[src/rtl/nibble_code_lock.sv]
`default_nettype none
// ============================================================================
//  Module   : nibble_code_lock
//  Purpose  : Four-digit combination-lock controller for the switch/key front
//             panel. One 4-bit digit is taken from SW on each Enter press and
//             compared against the matching nibble of CODE. A correct sequence
//             opens the lock. Each failed attempt uses up one try. When no
//             tries remain, the lock holds a timed lockout before it returns
//             to entry.
//  Ports    : clk        - system clock, rising edge
//             reset      - synchronous, active-high
//             SW[3:0]    - digit value, sampled on an accepted press
//             enter      - Enter level (already inverted/synchronised)
//             unlocked   - high while the lock is open
//             error      - one-cycle pulse on a failed attempt
//             locked_out - high while in lockout
//             digit_idx  - index of the next digit to be entered
//             tries_left - remaining attempts
//  Revision : 1.0 - initial release
// ============================================================================
module nibble_code_lock #(
  parameter logic [15:0] CODE           = 16'h6391,
  parameter int          MAX_TRIES      = 3,
  parameter int          LOCKOUT_CYCLES = 50
) (
  input  logic       clk,
  input  logic       reset,
  input  logic [3:0] SW,
  input  logic       enter,
  output logic       unlocked,
  output logic       error,
  output logic       locked_out,
  output logic [1:0] digit_idx,
  output logic [1:0] tries_left
);

  // --------------------------------------------------------------------------
  // Constants
  // --------------------------------------------------------------------------
  localparam logic [1:0]  ST_ENTRY     = 2'd0;
  localparam logic [1:0]  ST_OPEN      = 2'd1;
  localparam logic [1:0]  ST_LOCKOUT   = 2'd2;

  localparam logic [1:0]  TRIES_RELOAD = 2'(MAX_TRIES);
  localparam logic [1:0]  LAST_DIGIT   = 2'd3;
  localparam logic [15:0] LOCK_LAST    = 16'(LOCKOUT_CYCLES - 1);

  // --------------------------------------------------------------------------
  // State
  // --------------------------------------------------------------------------
  logic [1:0]  state_q,      state_d;
  logic        enter_q;
  logic [1:0]  idx_q,        idx_d;
  logic        mismatch_q,   mismatch_d;
  logic [1:0]  tries_q,      tries_d;
  logic [15:0] cnt_q,        cnt_d;
  logic        error_q,      error_d;
  logic        unlocked_q;
  logic        locked_out_q;

  logic        press;
  logic [3:0]  code_nibble;
  logic        digit_bad;
  logic        attempt_bad;

  // Rising-edge detect on enter. enter_q resets high, so a key that is held
  // through reset does not count as a press once reset is released.
  assign press = enter & ~enter_q;

  // Digit 0 is the most significant nibble of CODE.
  always_comb begin
    code_nibble = CODE[15:12];
    case (idx_q)
      2'd0:    code_nibble = CODE[15:12];
      2'd1:    code_nibble = CODE[11:8];
      2'd2:    code_nibble = CODE[7:4];
      default: code_nibble = CODE[3:0];
    endcase
  end

  assign digit_bad   = (SW != code_nibble);
  // The verdict on the last digit must include that digit's own comparison.
  assign attempt_bad = mismatch_q | digit_bad;

  // --------------------------------------------------------------------------
  // Next-state logic
  // --------------------------------------------------------------------------
  always_comb begin
    state_d    = state_q;
    idx_d      = idx_q;
    mismatch_d = mismatch_q;
    tries_d    = tries_q;
    cnt_d      = cnt_q;
    error_d    = 1'b0;

    case (state_q)
      ST_ENTRY: begin
        if (press) begin
          if (idx_q != LAST_DIGIT) begin
            idx_d      = idx_q + 2'd1;
            mismatch_d = attempt_bad;
          end else begin
            // Attempt complete: the digit pointer and mismatch flag start
            // afresh whatever the outcome.
            idx_d      = 2'd0;
            mismatch_d = 1'b0;
            if (!attempt_bad) begin
              state_d = ST_OPEN;
              tries_d = TRIES_RELOAD;
            end else if (tries_q > 2'd1) begin
              tries_d = tries_q - 2'd1;
              error_d = 1'b1;
            end else begin
              // Last try used up. Also covers tries_q==0, so the counter
              // cannot wrap.
              tries_d = 2'd0;
              error_d = 1'b1;
              state_d = ST_LOCKOUT;
              cnt_d   = 16'd0;
            end
          end
        end
      end

      ST_OPEN: begin
        // SW is don't-care here; any press relocks.
        if (press) begin
          state_d    = ST_ENTRY;
          idx_d      = 2'd0;
          mismatch_d = 1'b0;
          tries_d    = TRIES_RELOAD;
        end
      end

      ST_LOCKOUT: begin
        // Presses are ignored. The counter runs 0..LOCKOUT_CYCLES-1, so the
        // lockout lasts exactly LOCKOUT_CYCLES cycles.
        if (cnt_q == LOCK_LAST) begin
          state_d = ST_ENTRY;
          tries_d = TRIES_RELOAD;
          cnt_d   = 16'd0;
        end else begin
          cnt_d = cnt_q + 16'd1;
        end
      end

      default: begin
        state_d    = ST_ENTRY;
        idx_d      = 2'd0;
        mismatch_d = 1'b0;
        tries_d    = TRIES_RELOAD;
        cnt_d      = 16'd0;
      end
    endcase
  end

  // --------------------------------------------------------------------------
  // Registers
  // --------------------------------------------------------------------------
  always_ff @(posedge clk) begin
    if (reset) begin
      state_q      <= ST_ENTRY;
      enter_q      <= 1'b1;
      idx_q        <= 2'd0;
      mismatch_q   <= 1'b0;
      tries_q      <= TRIES_RELOAD;
      cnt_q        <= 16'd0;
      error_q      <= 1'b0;
      unlocked_q   <= 1'b0;
      locked_out_q <= 1'b0;
    end else begin
      state_q      <= state_d;
      enter_q      <= enter;
      idx_q        <= idx_d;
      mismatch_q   <= mismatch_d;
      tries_q      <= tries_d;
      cnt_q        <= cnt_d;
      error_q      <= error_d;
      // Status flags are decoded from the next state, so each flag lines up
      // with the state it reports and no output is combinational.
      unlocked_q   <= (state_d == ST_OPEN);
      locked_out_q <= (state_d == ST_LOCKOUT);
    end
  end

  // --------------------------------------------------------------------------
  // Outputs
  // --------------------------------------------------------------------------
  assign unlocked   = unlocked_q;
  assign error      = error_q;
  assign locked_out = locked_out_q;
  assign digit_idx  = idx_q;
  assign tries_left = tries_q;

endmodule
`default_nettype wire

[config.mk]
export PLATFORM = sky130hd
export DESIGN_NAME = nibble_code_lock
export DESIGN_NICKNAME = d
export VERILOG_FILES = /design/src/rtl/nibble_code_lock.sv
export SDC_FILE = /design/constraint.sdc
export NUM_CORES = 1
export LEC_CHECK = 0
export CAP_MARGIN = 15
export CORE_UTILIZATION = 51
export DETAILED_ROUTE_END_ITERATION = 10
export HOLD_SLACK_MARGIN = 0.08
export PLACE_DENSITY = 0.84
export SLEW_MARGIN = 0
export SYNTH_ARGS = -nofsm -noshare
export SYNTH_HDL_FRONTEND = slang
export SYNTH_SLANG_ARGS = --single-unit
[constraint.sdc]
create_clock -name clk -period 2.4 [get_ports clk]
set_input_delay 0.48 -clock clk [delete_from_list [all_inputs] [get_ports clk]]
set_output_delay 0.48 -clock clk [all_outputs]
set_load 0.01 [all_outputs]
==> qor.tcl, run 1 <==
set qor(startpoint_type) {flop}
set qor(final.setup_skew_ns) 0.0117
set qor(synth_seq_area_share_pct) 32.5
set qor(design.final.nets) 223
set qor(netlist_instances) 190
set qor(setup_violation_total_in_the_final_timing_report) 0
set qor(ctsLongestPathBuffers) 2
set qor(detailedRoute.firstPassIterationCount) 4
set qor(area_growth_syn_to_layout_pct) 13.2
set qor(cp_data_arrival_time_ns) 2.46
set qor(post-synth-top-area-cell) {dfxtp_1}
set qor(regToRegSetupSlack_ns) 0.23
set qor(placeableCoreArea_um2) 3080
set qor(antenna-diode-count) 0
set qor(worstSetupPathDepth) 6
set qor(layout_cell_share_with_drive_strength_beyond_1_pct) 11.1
set qor(ys_ff_latch) 27
set qor(path_class) {flop to flop}
set qor(fin_crit_sh_pct) 90.3
set qor(htree_levels) 1
set qor(share_clk_of_total_power_pct) 27.9
set qor(port_buffers) 13
set qor(synthesis.area_um2) 1660
set qor(netlist-cell-type-count) 52
set qor(grt_overflow_total) 0
set qor(syn_area_per_cell_um2) 8.76
set qor(detail_route.wirelength_um) 3370
set qor(hp-class) {flop to flop}
set qor(die-height_um) 59.1
set qor(switching_share_pct) 24.1
set qor(yosys_warnings) 0
set qor(power.combinational.fraction_pct) 8.5
set qor(cells_traversed_along_the_worst_timing_path) {inv_1, ha_1, o21bai_1, xor2_1, a2111oi_0, o21a_1}
set qor(post_synth_edffs) 0
set qor(actual_slew_at_the_worst_max_slew_pin_ns) 0.582
set qor(grt_first_pass_wirelength_um) 5530
set qor(io_pins) 14
set qor(internal_power_w) 0.000543
set qor(synth_async_sr_flop_share_pct) 0
set qor(post-synth-top-area-fraction_pct) 32.5
set qor(max_capacitance_violation_total) 0
set qor(final_period_minus_worst_setup_slack_ns) 2.17
set qor(post_cts.resized_instances) 0
set qor(run_status) {finished, final reports clean}
set qor(setup.worst_path.end_class) {flop}
set qor(p_seq_share_pct) 63.6
set qor(ir_worst_vdd_v) 0.000241
set qor(report.final.hold_viol_count) 0
set qor(synth.top_cells.by_area) {dfxtp_1 32%, ha_1 6.0%, inv_1 4.5%}
set qor(cts_made_buffers) 3
set qor(cts.clk_slew.worst_paths_ns) 0.15
set qor(dr_total_vias) 1452
set qor(crit_start) {digit_idx[0]}
set qor(vias_per_cell) 5.78
set qor(gp_routability_congestion) 0.841
set qor(final.setup.tns_ns) 0
set qor(antenna_found_initial) 0
set qor(number_of_design_rule_violations_left_by_the_first_detailed_router_iteration) 62
set qor(timing.critical_path.slowest_cell_delay_ns) 0.60
set qor(yosysMostFrequentCell) {dfxtp_1}
set qor(detail_route.drc_violations) 0
set qor(crit_path_top_delay_cell) {a2111oi_0}
set qor(initial_utilization_pct) 54.1
set qor(max_freq_ghz) 0.461
set qor(rows) 20
set qor(worstPathRequired_ns) 2.69
set qor(netSwitchingPower_w) 0.000172
set qor(crit_fanout) 7
set qor(routed_wire_length_per_instance_um) 13.4
set qor(post-cts-setup-buffer-count) 0
set qor(slew_violations) 0
set qor(ctsRootBufferMaster) {clkbuf_4}
set qor(cts_hold_buffers) 0
set qor(clock_latency_ns) 0.33
set qor(power.static_leakage_nw) 0.618
set qor(cp_top_family) {compound AO/OA/AOI/OAI gates}
set qor(rr_startpoint) {digit_idx[0]}
set qor(floorplan.die_area_um2) 3500
set qor(regToRegEndpoint) {state_q[1]}
set qor(worstSetupEndpoint) {state_q[1]}
set qor(worst_r2r_path_depth) 6
set qor(hold-worst-slack_ns) 0.550
set qor(grt_use_total_pct) 20.5
set qor(max_slew_margin_pct) 60.2
set qor(cts.sink_count) 27
set qor(p_per_area_nw_per_um2) 380
set qor(totalPowerFinal_w) 0.000715
set qor(place.detailed.hpwl_um) 2510
set qor(dominantRegCellSynth) {dfxtp_1}
set qor(unrepaired_setup_endpoints_after_global_routing) {no}
set qor(postSynthNetCount) 205
set qor(pin_count_of_the_biggest_net_entering_global_routing) 17
set qor(ys_top_cells_by_count) {27 x dfxtp_1, 20 x inv_1, 12 x nand4_1}
set qor(drtAntennaViolNets) 0
set qor(die_x_um) 59.1
set qor(first_global_vias) 1235
set qor(tritoncts) {done}
set qor(critical_path_buf_inv_count) 1
routing by layer:
layer / vias to the layer above / share of wire [%] / global-route usage (%)
li1: 749 / - / -
met1: 665 / 51 / 30.2
met2: 34 / 44 / 31.7
met3: 4 / 4.0 / 1.97
met4: 0 / 1.2 / 6.46
met5: - / 0 / 0
sequential cells by signal, indices dropped and copies added, names as in the netlist:
| signal | flops |
|---|---|
| locked_out | 1 |
| tries_left | 2 |
| cnt_q | 16 |
| enter_q | 1 |
| error | 1 |
| unlocked | 1 |
| mismatch_q | 1 |
| digit_idx | 2 |
| state_q | 2 |
cell usage in the layout (no fill, tap or decap), types with 4 or more instances in the layout:
cell type        synthesis  final
o21ai_0                  4      4
o221ai_1                 7      7
dfxtp_1                 27     27
ha_1                     8      8
nand3_1                  8      8
buf_4                    2      9
nand2_1                 11     11
nor2_1                   5      5
and4_1                   4      4
inv_1                   20     20
o211ai_1                 7      7
nand4_1                 12     12
clkdlybuf4s50_1          0     13
nor3_1                   5      5
area by class of cell:
cell class | instances | area (µm²)
Inverter | 20 | 75.1
Sequential cell | 27 | 541
Tap cell | 44 | 55.1
Multi-Input combinational cell | 134 | 988
Fill cell | 253 | 1190
Timing Repair Buffer | 22 | 198
Clock buffer | 3 | 22.5
Clock inverter | 1 | 5.00
worst register-to-register path: cells and delay by family, from the launching register on:
kind | cells | cell delay [ns]
AO/OA/AOI/OAI | 3 | 1.09
flip-flops | 1 | 0.49
adder cells (fa/ha/maj) | 1 | 0.24
XOR/XNOR | 1 | 0.19
buffers and inverters | 1 | 0.13
power groups by stage:
stage | sequential (W) | combinational (W) | clock [W]
2_1_floorplan | 0.000465 | 0.0000348 | 0
3_3_place_gp | 0.000464 | 0.0000593 | 0
3_5_place_dp | 0.000465 | 0.0000596 | 0
4_1_cts | 0.000455 | 0.0000601 | 0.000208
5_1_grt | 0.000456 | 0.0000656 | 0.000220
6_report | 0.000455 | 0.0000605 | 0.000200
worst min-delay path by stage:
stage | startpoint | endpoint | slack, ns | depth (start not counted)
final | cnt_q[9] | cnt_q[9] | 0.55 | 2
after floorplan | cnt_q[9] | cnt_q[9] | 0.49 | 2
after detailed placement | mismatch_q | mismatch_q | 0.53 | 2
after global placement | cnt_q[9] | cnt_q[9] | 0.52 | 2
after global routing | cnt_q[9] | cnt_q[9] | 0.56 | 2
after CTS | cnt_q[9] | cnt_q[9] | 0.54 | 2
metrics by stage:
step,cells,utilization (%),cell area [µm²],worst slack (ns)
3_3_place_gp,247,60.3,1860,0.335
3_5_place_dp,247,60.3,1860,0.299
4_1_cts,251,61.2,1880,0.233
6_report,251,61.2,1880,0.232
5_1_grt,251,61.2,1880,0.00570
2_1_floorplan,190,-,1660,0.501
kinds of logic (layout without fill, tap and decap cells):
group | after synthesis | count (layout) | synth area share (%)
AOI/OAI and AO/OA | 45 | 45 | 20.5
xor gates and xnor gates | 6 | 6 | 3.16
adders and majority gates | 8 | 8 | 6.02
buffers and inverters | 29 | 46 | 8.12
DFF | 27 | 27 | 32.5
muxes | 2 | 2 | 1.20
and+or+nand+nor | 73 | 73 | 28.5
(Power assumes the default switching activity.)
==> inputs of run 2 (changes only) <==
- GPL_ROUTABILITY_DRIVEN: default -> 0
==> results of run 2 <==
No change in the layout: final DEF, timing and power equal those of run 1.
